$ cat config.mk
export PLATFORM = sky130hd
export DESIGN_NAME = ext_int_ctrl
export DESIGN_NICKNAME = d
export VERILOG_FILES = /design/src/rtl/ext_int_ctrl.sv
export SDC_FILE = /design/constraint.sdc
export NUM_CORES = 1
export LEC_CHECK = 0
export CAP_MARGIN = 10
export CORE_MARGIN = 1
export CORE_UTILIZATION = 40
export DETAILED_ROUTE_END_ITERATION = 8
export PLACE_DENSITY = 0.86
export SYNTH_ARGS = -nofsm -noshare
export SYNTH_HDL_FRONTEND = slang
export SYNTH_SLANG_ARGS = --single-unit
$ cat constraint.sdc
create_clock -name clk -period 2.5 [get_ports clk]
set_input_delay 0.5 -clock clk [delete_from_list [all_inputs] [get_ports clk]]
set_output_delay 0.5 -clock clk [all_outputs]
set_load 0.005 [all_outputs]
$ cat src/rtl/ext_int_ctrl.sv
// External interrupt controller: per-source enable, level/rising-edge mode, claim/complete.
// Optional macro EXT_INT_SYNC_EN adds a 2-flop synchronizer on every src line.
module ext_int_ctrl #(
  parameter int NUM_SOURCES = 4
) (
  input  logic                   clk,
  input  logic                   rst_n,
  input  logic [NUM_SOURCES-1:0] src,
  input  logic                   sel,
  input  logic [3:0]             addr,
  input  logic [31:0]            wdata,
  input  logic [3:0]             wenable,
  input  logic                   rd_en,
  output logic [31:0]            rdata,
  output logic                   mei_pending
);

  localparam int N = NUM_SOURCES;

  typedef enum logic [1:0] {
    REG_PENDING = 2'd0,
    REG_ENABLE  = 2'd1,
    REG_CLAIM   = 2'd2,
    REG_EDGE    = 2'd3
  } reg_sel_e;

  reg_sel_e       reg_sel;
  logic [N-1:0]   s;
  logic [N-1:0]   pending_q, pending_d;
  logic [N-1:0]   in_service_q, in_service_d;
  logic [N-1:0]   enable_q, enable_d;
  logic [N-1:0]   edge_q, edge_d;
  logic [N-1:0]   prev_q;
  logic [N-1:0]   lane_mask;
  logic [N-1:0]   eligible;
  logic [4:0]     winner_id;
  logic           mei_q;
  logic           claim_rd;
  logic           complete_wr;
  logic           unused_inputs;

  assign reg_sel       = reg_sel_e'(addr[3:2]);
  assign unused_inputs = ^{addr[1:0], wdata, wenable};

`ifdef EXT_INT_SYNC_EN
  logic [N-1:0] sync1_q, sync2_q;

  always_ff @(posedge clk or negedge rst_n) begin
    if (!rst_n) begin
      sync1_q <= '0;
      sync2_q <= '0;
    end else begin
      sync1_q <= src;
      sync2_q <= sync1_q;
    end
  end

  assign s = sync2_q;
`else
  assign s = src;
`endif

  // Bit i of ENABLE/EDGE belongs to byte lane i/8.
  always_comb begin
    lane_mask = '0;
    for (int i = 0; i < N; i++) lane_mask[i] = wenable[i/8];
  end

  assign claim_rd    = sel && rd_en && (reg_sel == REG_CLAIM);
  assign complete_wr = sel && wenable[0] && (reg_sel == REG_CLAIM);
  assign eligible    = pending_q & enable_q;

  always_comb begin
    winner_id = '0;
    for (int i = N - 1; i >= 0; i--) begin
      if (eligible[i]) winner_id = 5'(i + 1);
    end
  end

  always_comb begin
    // NOTE: every always_comb output gets a default first so no path can infer a latch.
    enable_d     = enable_q;
    edge_d       = edge_q;
    pending_d    = pending_q;
    in_service_d = in_service_q;

    if (sel && reg_sel == REG_ENABLE)
      enable_d = (enable_q & ~lane_mask) | (wdata[N-1:0] & lane_mask);
    if (sel && reg_sel == REG_EDGE)
      edge_d = (edge_q & ~lane_mask) | (wdata[N-1:0] & lane_mask);

    for (int i = 0; i < N; i++) begin
      logic claim_hit, complete_hit, rise;
      claim_hit    = claim_rd && (winner_id == 5'(i + 1));
      complete_hit = complete_wr && (wdata[4:0] == 5'(i + 1)) && in_service_q[i];
      rise         = s[i] & ~prev_q[i];

      // A rise in the claim cycle survives the claim, giving one-deep latching in service.
      if (edge_q[i]) pending_d[i] = (pending_q[i] & ~claim_hit) | rise;
      else           pending_d[i] = claim_hit ? 1'b0 : (s[i] & ~in_service_q[i]);

      in_service_d[i] = (in_service_q[i] & ~complete_hit) | claim_hit;
    end
  end

  // NOTE: state registers use non-blocking assignments so all flops update from pre-edge values.
  always_ff @(posedge clk or negedge rst_n) begin
    if (!rst_n) begin
      pending_q    <= '0;
      in_service_q <= '0;
      enable_q     <= '0;
      edge_q       <= '0;
      prev_q       <= '0;
      mei_q        <= 1'b0;
    end else begin
      pending_q    <= pending_d;
      in_service_q <= in_service_d;
      enable_q     <= enable_d;
      edge_q       <= edge_d;
      prev_q       <= s;
      mei_q        <= |eligible;
    end
  end

  assign mei_pending = mei_q;

  always_comb begin
    rdata = '0;
    if (sel) begin
      unique case (reg_sel)
        REG_PENDING: rdata = 32'(pending_q);
        REG_ENABLE:  rdata = 32'(enable_q);
        REG_CLAIM:   rdata = 32'(winner_id);
        REG_EDGE:    rdata = 32'(edge_q);
        default:     rdata = '0;
      endcase
    end
  end

endmodule

* Yosys cells after proc, flatten, opt, wreduce, memory -nomap -nowiden *
Cells that the tools add are included.
Widths: inputs -> output; s select.

word-level totals
  register bits = 21
  input port bits = 48
  output and inout port bits = 33
  word-level logic and storage cells = 98

operators by class
  equal/unequal tests = 11
  multiplexer cells = 14
  bitwise operators = 47
  reductions and logical operators = 20

operators by type and width
  cell                number
  $pmux 32 s4         1
  $mux 32             1
  $eq 5x2->1 const B  4
  $logic_and 1x1->1   18
  $and 1x1->1         16
  $and 4x4->4         4
  $not 1->1           16
  $mux 5              3
  $eq 5x1->1 const B  2
  $eq 5x3->1 const B  2
  $mux 1              8
  $or 1x1->1          8
  $or 4x4->4          2
  $eq 2x2->1 const B  2
  $not 4->4           1
  $reduce_or 4->1     1
  $mux 3              1
  $eq 2x1->1 const B  1
  $logic_not 2->1     1

* Depth between registers and ports, before layout *
Gate-level depths: netlist of the first run.

  depth in word-level cells = 11
  mapped depth = 4
  mapped depth without buffers = 3

* Worst setup path before layout of the first run *
No wires, ideal clock.

  kind = register -> output
  from = register (tool-made name)
  to = output rdata[2]
  arrival time = 1.179 ns
  data required time = 2.000 ns
  setup slack = 0.821 ns
  stages on the path, launching flop included = 4
  buffers on the path = 0
  path through = dfrtp_1 a222oi_1 nand3b_1 a31oi_1

RTL lines
  item           RTL line  source
  end, declared  14        output logic [31:0] rdata,

* Worst setup path in the final report of the first run *
  from = input addr[3]
  to = output rdata[1]

between the ends
  cells in the longest elaborated chain, start to end = 3
  elaborated cells between the ends (all ways) = 6
  those cells by class = eq/ne: 3; mux: 2; reduce/logical: 1

ends and longest elaborated chain
  item                                      RTL line  source
  start, declared                           10        input logic [3:0] addr,
  $eq 2x2->1, or another cell as far along  130       unique case (reg_sel)
  $pmux 32 s4 *                             130
  $mux 32 *                                 129       if (sel) begin

Every way passes the cells marked *; elsewhere a longest branch is shown, timed or not. The select of a mux whose other input is x is not followed.

==> results of run 1 <==
## worst min-delay path by stage
stage / startpoint / end / slack (ns) / cells past startpoint
6_report: prev_q[0]$_DFF_PN0_ / pending_q[0]$_DFF_PN0_ / 0.45 / 1
5_1_grt: prev_q[1]$_DFF_PN0_ / pending_q[1]$_DFF_PN0_ / 0.48 / 1
4_1_cts: prev_q[1]$_DFF_PN0_ / pending_q[1]$_DFF_PN0_ / 0.46 / 1
3_5_place_dp: prev_q[1]$_DFF_PN0_ / pending_q[1]$_DFF_PN0_ / 0.42 / 1
3_3_place_gp: prev_q[1]$_DFF_PN0_ / pending_q[1]$_DFF_PN0_ / 0.42 / 1
2_1_floorplan: rst_n / asynchronous set/reset pin / 0.20 / 0
## cell families (layout without fill, tap and decap cells)
family	after synthesis	in the layout	share of synthesized area [%]
AND/OR/NAND/NOR	42	42	19.64
buffers and inverters	32	48	17.83
AO/OA/AOI/OAI	22	22	12.11
flip-flops	21	21	40.04
multiplexers	12	12	10.11
other	1	28	0.2857
## routing by layer
layer	GRT usage, %	vias to the layer above	routed length [um]
li1	-	502	-
met1	25.35	523	1242
met2	28.89	50	1431
met3	2.620	14	189
met5	0	-	0
met4	13.27	0	117
## stage by stage
| step | power, uW | setup slack, ns | setup TNS, ns | utilization, % | instance area [um^2] |
|---|---|---|---|---|---|
| floorplan | 740.2 | 0.8208 | 0 | - | 1414 |
| global placement | 841.3 | -0.1493 | -0.4912 | 49.19 | 1514 |
| detailed placement | 859.5 | -0.1889 | -0.6390 | 49.19 | 1514 |
| CTS | 1159 | 0.001982 | 0 | 53.13 | 1635 |
| global route | 1256 | 0.01926 | 0 | 53.21 | 1638 |
| finish | 1175 | 0.1046 | 0 | 53.21 | 1638 |
## critical path: cells and delay by family
kind,cells,cell delay [ns]
AO/OA/AOI/OAI,2,0.25
buffers and inverters,3,1.13
## placed cells by master, fill, tap and decap left out, drive strengths merged, types with 2 or more instances in the layout
cell           instances
nor3b                  2
buf                   23
clkdlybuf4s50         16
nand3                  4
conb                  28
o41ai                  4
dfrtp                 21
clkbuf                 4
o21ai                  6
nand2                 14
nand2b                 5
nand4b                 3
nand3b                 2
a21oi                  2
nand4                  2
dlygate4sd2            2
a32o                   2
a31oi                  2
and2                   4
mux2i                  2
or3b                   2
mux2                  10
## power breakdown
part           internal, uW  switching, uW
clock network          59.9            107
registers               433           74.1
logic                   298            203
total                   791            385
## cell type report
class                   instances  area, um^2  share of cell area (%)
multi-input cells             104       654.4                   39.95
flip-flops and latches         21       525.5                   32.09
repair buffers                 43       371.6                   22.69
well taps                      44       55.05                   3.361
clock buffers                   3       22.52                   1.375
clock inverters                 1       5.005                  0.3056
inverters                       1       3.754                  0.2292
## repair_timing
item | 4_1_cts | 5_1_grt
setup endpoints to repair | 4 | 2
resized for setup | 3 | 4
hold buffers | 0 | 0
buffers inserted | 13 | 0
pin swaps | 2 | 0
gates cloned | 0 | 0
==> impl_metrics.py, run 1 <==
metrics = {
    "floorplan": {
        "die_y_um": 59.28,
        "start_util_pct": 42.64,
        "fp.dieArea_mm2": 0.003514,
        "io_pins": 81,
        "fp-row-count": 20,
        "die_w_um": 59.28,
        "core_mm2": 0.003078,
    },
    "drt": {
        "wl_per_cell_um": 13.73,
        "final_antenna_net_count": 0,
        "route.final.wire_length_mm": 2.980,
        "first_iter_violations": 60,
        "vias_per_cell": 5.018,
        "first_pass_iters": 5,
        "drcViolationCount": 0,
        "vias": 1089,
    },
    "clock_network": {
        "numClockSinks": 21,
        "path_clk_slew_ns": 0.12,
        "cts_tree": "built",
        "clock_path_buffers": 2,
        "cts-htree-levels": 1,
        "clk_latency_ns": 0.31,
        "numCtsBuffers": 3,
        "cts-root-buf": "clkbuf_4",
    },
    "grt": {
        "grt_max_degree": 22,
        "grt_util_all_layers_pct": 19.16,
        "antenna_found_initial": 0,
        "grt_pass1_wl_mm": 4.823,
        "grt-ovfl-total": 0,
        "grt_pass1_vias": 1005,
    },
    "job": {
        "max-cap-violations": 0,
    },
    "sta": {
        "fin_crit_sh_pct": 95.82,
        "finalSetupViolCount": 0,
        "drv_slew": 0,
        "fin_crit_ns": 2.395,
        "fmax_mhz": 417.5,
        "hold_viol": 0,
        "skew_ns": 0.002413,
        "whs_ns": 0.4501,
        "rsz0062_at_grt": "no",
    },
    "place": {
        "portBuffers": 20,
        "gp_congestion": 0.8862,
        "hpwl_mm": 2.045,
        "placedCellCount": 200,
    },
    "critical_path": {
        "r2r_start": "pending_q[0]$_DFF_PN0_",
        "rr_worst_depth": 14,
        "r2r-end": "pending_q[3]$_DFF_PN0_",
        "critPathKind": "in -> out",
        "slowest_delay_ns": 0.53,
        "worst_path_max_delay_cell": "clkdlybuf4s50_1",
        "required_ns": 2.00,
        "worst_setup_path_end_kind": "output pin",
        "start_kind": "input port",
        "path_common_cell": "clkdlybuf4s50_1",
        "rrSetupSlack_ns": 0.19,
        "startpoint": "addr[3]",
        "critPathMaxFanout": 10,
        "crit_path_cell_trace": "clkdlybuf4s50_1, buf_6, o21ai_0, a31oi_1, clkdlybuf4s50_1",
        "crit_arrival_ns": 1.90,
        "cp-endpoint": "rdata[1]",
    },
    "final_layout": {
        "final_nets": 222,
        "area_growth_pct": 24.79,
        "num_antenna_cells": 0,
        "drive_gt1_share_pct": 24.86,
        "fin_cells": 217,
        "fillCellCount": 280,
    },
    "power": {
        "p_per_area_mw_per_mm2": 717.7,
        "p_leak_uw": 0.0007614,
        "ir_worst_vdd_v": 0.0002526,
    },
    "logic_synthesis": {
        "yosysSeqAreaShare_pct": 40.04,
        "synth_most_common_cell": "buf_4",
        "ys_types": 33,
        "ys.flop_type": "dfrtp_1",
        "synthCells": 130,
        "ys_seq_elements": 21,
        "synth_edf_count": 0,
        "yosys.area.top_type": "dfrtp_1",
        "netlist_top_cells_count": "buf_4 (30), dfrtp_1 (21), nand2_1 (14)",
        "synth.area.top_cells": "dfrtp_1 (40%), buf_4 (17%), mux2_2 (8.6%)",
        "yosysWarningCount": 0,
        "synth.avg_cell_area_um2": 10.10,
        "syn-cell-area_mm2": 0.001313,
        "async_flop_share_pct": 100.0,
        "synth_top_area_share_pct": 40.04,
    },
    "worst_hold_path": {
        "hp-class": "reg -> reg",
    },
    "run_status": {
        "status": "completed",
    },
}
Power figures use the tool's default switching activity.
==> run 2: changes to the inputs <==
- GPL_ROUTABILITY_DRIVEN: unset -> 0
- HOLD_SLACK_MARGIN: unset -> 0.08
==> results of run 2 <==
Final layout, timing and power as in run 1 (identical DEF).
